$ cat config.mk
export PLATFORM = sky130hd
export DESIGN_NAME = alu
export DESIGN_NICKNAME = d
export VERILOG_FILES = /design/src/rtl/alu.sv
export SDC_FILE = /design/constraint.sdc
export NUM_CORES = 1
export LEC_CHECK = 0
export BUFFER_PORTS_ARGS = -buffer_cell sky130_fd_sc_hd__buf_4
export CORE_MARGIN = 2
export CORE_UTILIZATION = 55
export CTS_BUF_LIST = sky130_fd_sc_hd__clkbuf_2
export DETAILED_ROUTE_END_ITERATION = 8
export PLACE_DENSITY_LB_ADDON = 0.25
export SYNTH_ARGS = -nofsm -noshare
export SYNTH_HDL_FRONTEND = slang
export SYNTH_SLANG_ARGS = --single-unit
$ cat constraint.sdc
create_clock -name clk -period 7.87 [get_ports clk]
set_input_delay 0.787 -clock clk [delete_from_list [all_inputs] [get_ports clk]]
set_output_delay 0.787 -clock clk [all_outputs]
set_load 0.005 [all_outputs]
$ cat src/rtl/alu.sv
// 32-bit execute-stage ALU: combinational result/flags plus an enabled,
// synchronously reset registered copy for pipelined consumers.
module alu (
  input  logic        clk,
  input  logic        rst,
  input  logic [31:0] src_a,
  input  logic [31:0] src_b,
  input  logic [2:0]  alu_ctrl,
  input  logic        en,
  output logic [31:0] result,
  output logic        zero,
  output logic        overflow,
  output logic [31:0] result_q,
  output logic        zero_q,
  output logic        overflow_q
);

  localparam int unsigned W = 32;

  localparam logic [2:0] OP_AND  = 3'b000;
  localparam logic [2:0] OP_OR   = 3'b001;
  localparam logic [2:0] OP_ADD  = 3'b010;
  localparam logic [2:0] OP_RSVD = 3'b011;
  localparam logic [2:0] OP_ANDN = 3'b100;
  localparam logic [2:0] OP_ORN  = 3'b101;
  localparam logic [2:0] OP_SUB  = 3'b110;
  localparam logic [2:0] OP_SLT  = 3'b111;

  logic [W-1:0] w_sum;
  logic [W-1:0] w_diff;
  logic         w_ovf_add;
  logic         w_ovf_sub;
  logic         w_lt;

  // Separate adder and subtractor; SUB is a + ~b + 1.
  assign w_sum     = src_a + src_b;
  assign w_diff    = src_a + ~src_b + W'(1);
  assign w_ovf_add = (src_a[W-1] == src_b[W-1]) && (w_sum[W-1]  != src_a[W-1]);
  assign w_ovf_sub = (src_a[W-1] != src_b[W-1]) && (w_diff[W-1] != src_a[W-1]);
  // Signed less-than stays correct even when the subtraction overflows.
  assign w_lt      = w_diff[W-1] ^ w_ovf_sub;

  always_comb begin
    result   = '0;
    overflow = 1'b0;
    case (alu_ctrl)
      OP_AND:  result = src_a & src_b;
      OP_OR:   result = src_a | src_b;
      OP_ADD:  begin
        result   = w_sum;
        overflow = w_ovf_add;
      end
      OP_SUB:  begin
        result   = w_diff;
        overflow = w_ovf_sub;
      end
      OP_SLT:  result = {{(W-1){1'b0}}, w_lt};
      OP_ANDN: result = src_a & ~src_b;
      OP_ORN:  result = src_a | ~src_b;
      OP_RSVD: result = '0;
      default: result = '0;
    endcase
  end

  assign zero = (result == '0);

  // Reset state mirrors a zero result: result_q=0, zero_q=1.
  always_ff @(posedge clk) begin
    if (rst) begin
      result_q   <= '0;
      zero_q     <= 1'b1;
      overflow_q <= 1'b0;
    end else if (en) begin
      result_q   <= result;
      zero_q     <= zero;
      overflow_q <= overflow;
    end
  end

endmodule

Yosys cells after proc, flatten, opt, wreduce, memory -nomap -nowiden. Index checks and enable logic that the tools add are counted. W data, S select, Z words.

Reductions and logical operators: 4. Add/sub/neg operators: 3. Equal/unequal tests: 11. Mux-type cells: 2. Bitwise logic cells: 6.

Operator list (number): $pmux W32 S8 (1); $add A32 B32 Y32 (2); $and A32 B32 Y32 (2); $or A32 B32 Y32 (2); $add A32 B1 Y32 const B (1); $logic_not A32 Y1 (1); $not A32 Y32 (1); $eq A3 B3 Y1 const B (4); $eq A3 B2 Y1 const B (2); $eq A3 B1 Y1 const B (1); $logic_not A3 Y1 (1); $ne A1 B1 Y1 (3); $logic_and A1 B1 Y1 (2); $pmux W1 S2 (1); $eq A1 B1 Y1 (1); $xor A1 B1 Y1 (1).

Logic and storage cells: 29. Register bits after elaboration: 34. Output and inout bits: 68.

Logic depth before layout (Yosys ltp).
Depth in word-level cells: 8. Mapped depth: 23.

Worst setup path before layout. OpenSTA, ideal clock, no wires.

Kind: input -> output. Start point: input port src_b[11]. End point: output port zero. Arrival time: 4952 ps. Buffers on the path: 1. Setup slack: 2131 ps. Cell stages on the path: 23. Cell sequence: inv_1 ha_1 clkbuf_1 nand2_1 o21a_1 nor2b_1 a31oi_1 a21oi_1 nor2_1 nor2b_1 o21ai_0 a21o_1 a21oi_1 fa_1 a31oi_1 a21oi_1 nor4_1 nand2_1 or4_1 nor4_1 nand4b_1 nand4bb_1 nor4_2.

Word-level cells in the longest chain between the ends: 8. Elaborated cells between the ends (all ways): 13. Classes of those cells: add/sub (3); eq/ne (1); mux (1); bitwise (6); reduce/logical (2).

Ends and longest elaborated chain: start: declaration (RTL line 7) `input logic [31:0] src_b,`; $not A32 Y32 * (RTL line 37) `assign w_diff = src_a + ~src_b + W'(1);`; $add A32 B32 Y32 * (RTL line 37); $add A32 B1 Y32 * (RTL line 37); $ne A1 B1 Y1 (RTL line 39) `assign w_ovf_sub = (src_a[W-1] != src_b[W-1]) && (w_diff[W-1] != src_a[W-1]);`; $logic_and A1 B1 Y1 (RTL line 39); $xor A1 B1 Y1 * (RTL line 41) `assign w_lt = w_diff[W-1] ^ w_ovf_sub;`; $pmux W32 S8 * (RTL line 46) `case (alu_ctrl)`; via result[0] (RTL line 10) `output logic [31:0] result,`; $logic_not A32 Y1 * (RTL line 65) `assign zero = (result == '0);`; end: declaration (RTL line 11) `output logic zero,`.

Mark *: on every way through the listed nets, which the timed path passes. The rest lies on a longest branch.

Final worst setup path.
Start point: input port src_b[11]. End point: output port zero.

Word-level cells in the longest chain between the ends: 8. Elaborated cells between the ends (all ways): 13. Classes of those cells: add/sub (3); eq/ne (1); mux (1); bitwise (6); reduce/logical (2).

Ends and longest elaborated chain (RTL line): $not A32 Y32 (37, 58, 59); $add A32 B32 Y32 (37); $add A32 B1 Y32 (37); $ne A1 B1 Y1 (39); $logic_and A1 B1 Y1 (39); $xor A1 B1 Y1 (41); $pmux W32 S8 * (46); $logic_not A32 Y1 * (65).

Mark *: on every way between the ends. The rest lies on a longest branch, timed or not.

==> reports/qor.csv <==
metric,value,unit
GP Congestion,0.972,
M1 GR Usage,50.4,%
Yosys warnings,0,
Yosys reg bits,34,
clk slew on worst S/H paths,0.16,ns
CP max stage cell,ha_1,
Max VDD drop,0.114,mV
Initial Util,56.6,%
final worst path period share,83.7,%
grt ovf,0,
Worst-Skew Late Latency,0.37,ns
Core Region,0.0114,mm^2
CTS Hold Bufs,0,
Slew Limit Fails,0,
Via density,6.53,
R2R cell count,2,
CTS H-Tree Depth,2,
Multi-input gate area,0.00526,mm^2
vias in the first global route,6895,
Hold EP,result_q[31]$_SDFFE_PP0P_,
number of CTS-inserted buffers,5,
Netlist cell types,77,
reg2reg setup slack,7.16,ns
Final Hold Viols,0,
mapped cell area,0.00646,mm^2
Synth Flop Type,dfxtp_1,
Layout Utilization,65.9,%
Fin Setup TNS,0,ns
hold_sp,result_q[31]$_SDFFE_PP0P_,
die height,112,um
Antenna Nets Post-Route,0,
Crit path top cell by count,a21oi_1,
RSZ-0062 raised after global routing,no,
DP Area,0.00749,mm^2
crit path DAT,5.80,ns
DRC,0,
GR Layer Usage met2,55.4,%
Worst Setup End Kind,primary output,
initial antenna violation count,0,
largest net degree at the start of global routing,41,
Post-CTS Setup Repair Bufs,0,
Overall Global Routing Usage,35.6,%
post-cts repair resize count,0,
Post-synth top cells,"nor2_1, a21oi_1, inv_1, ha_1",
Area Overhead vs Synth,16.6,%
fin area,0.00753,mm^2
CTS tree,done,
grt met3 use,6.21,%
Fmax,152,MHz
Initial DRC Count,860,
top-count cell post-synth,nor2_1,
pre-CTS setup slack,1.35,ns
Cells after Synth,938,
worst slew pin tran,0.896,ns
Die ar.,0.0126,mm^2
Max-Cap Viols,0,
leading area contributor after synthesis,ha_1,
drt total wl,23.3,mm
CP Cell Sequence,"buf_4, inv_1, ha_1, nand2_1, o21a_1, nor2b_1, a31oi_1, a21oi_1, nor2_1, nor2b_1, o21ai_0, a21o_1, a21oi_1, fa_1, a31oi_1, a21oi_1, nor4_1, nand2_1, or4_1, nor4_1, nand4b_1, nand4bb_1, nor4_2, buf_4",
Hold Path Stages,2,
Slew HR,39.7,%
die width,112,um
NumNets Final,1166,
status,"finished, final reports clean",
asr flop ratio synth,0,%
Reg-to-Reg Start,result_q[28]$_SDFFE_PP0P_,
HPWL after DPL,18.3,mm
global-route wire length before repair,36.5,mm
Critical Path Max Stage Delay,0.63,ns
CTS sink cnt,34,
register area,681,um^2
Synth top area share,12.0,%
P per Cell Area,112,mW/mm^2
critical path required time,7.08,ns
hold slack,0.494,ns
DRT Pass-1 Iters,5,
clk buf depth,2,
Area contributors post-synth,"ha_1, dfxtp_1, a21oi_1",
Synth Area per Inst,6.89,um^2
share of cells above drive strength 1,17.1,%
sequential area share after synthesis,10.5,%
Worst R2R End,result_q[28]$_SDFFE_PP0P_,
n_diodes,0,
Setup Viol. Count Final,0,
num ports,138,
min cycle time layout,6.59,ns
Root Driver,clkbuf_2,
kind of critical path,in -> out,
number of buffers and inverters on the critical path,3,
leakage,3.32,nW
Via Count,7667,
wire per inst,19.9,um
"EDFF count, synth",0,
Final WS setup,1.28,ns
Worst setup SP type,input pin,
synthesized net count,1073,
Site Rows,39,
global routing's busiest layer,met2,
Final Skew,0,ns
fillers,1101,
CP Depth,24,
CP max FO,15,
Worst Hold Class,reg -> reg,
buffers added on ports,137,
cell family with most CP delay,simple AND/OR/NAND/NOR gates,
## cell families after synthesis
| logic type | share of synthesized area (%) |
|---|---|
| adders and majority gates | 15.6 |
| muxes | 3.47 |
| xor gates and xnor gates | 6.78 |
| AOI/OAI and AO/OA | 32.2 |
| and+or+nand+nor | 23.4 |
| DFF | 10.5 |
| buffers and inverters | 8.02 |
## area by class of cell
class / count / share of cell area [%]
inverters: 76 / 3.79
clock buffers: 5 / 0.332
repair buffers: 144 / 14.4
multi-input cells: 770 / 69.9
clock inverters: 3 / 0.216
flip-flops and latches: 34 / 9.04
well taps: 143 / 2.38
## worst register-to-register path: stages, from the launching register on
cell      delay, ns
dfxtp_1        0.37
nor2_1         0.05
a211oi_1       0.22
## how the worst max path moves through the flow
stage	from	slack, ns	to
2_1_floorplan	src_b[11]	2.13	zero
3_3_place_gp	src_b[11]	1.49	zero
3_5_place_dp	src_b[11]	1.35	zero
4_1_cts	src_b[11]	1.33	zero
5_1_grt	src_b[11]	0.81	zero
6_report	src_b[11]	1.28	zero
## layer usage
layer	share of wire (%)	wire (um)
met1	43	10100
met2	43	10100
met3	10	2440
met4	3.2	748
met5	0	0
## per-stage QoR
step	power, mW	instances
2_1_floorplan	0.547	938
3_3_place_gp	0.747	1167
3_5_place_dp	0.750	1167
4_1_cts	0.830	1175
5_1_grt	0.900	1175
6_report	0.845	1175
## placed cells by master, fill, tap and decap left out, drive strengths merged, types with 6 or more instances in the layout
cell type / netlist / routed
a21o: 14 / 14
nand4: 15 / 15
nor2b: 18 / 18
inv: 74 / 74
nand2b: 6 / 6
dfxtp: 34 / 34
a31o: 6 / 6
maj3: 17 / 17
o21ai: 54 / 54
or4: 8 / 8
nor4: 17 / 17
or3: 6 / 6
ha: 62 / 62
o22ai: 6 / 6
a311oi: 6 / 6
o211ai: 13 / 13
mux2i: 19 / 19
nand2: 53 / 53
nor3: 36 / 36
nor2: 108 / 108
buf: 14 / 144
o31a: 6 / 6
xnor2: 26 / 26
a31oi: 20 / 20
a21oi: 82 / 82
nand3: 19 / 19
a211oi: 13 / 13
a221oi: 9 / 9
xor2: 24 / 24
o31ai: 15 / 15
o21a: 9 / 9
## flip-flops by register name (all words and copies together) (netlist names)
name	flops
zero_q	1
overflow_q	1
result_q	32
## power by group
| group | leakage [nW] | internal [mW] | total, mW | switching [mW] |
|---|---|---|---|---|
| Clock | 0.0264 | 0.0202 | 0.0817 | 0.0615 |
| Combinational | 3.01 | 0.230 | 0.569 | 0.340 |
| Sequential | 0.281 | 0.187 | 0.194 | 0.00763 |
| Total | 3.32 | 0.436 | 0.845 | 0.409 |
Power figures use the tool's default switching activity.
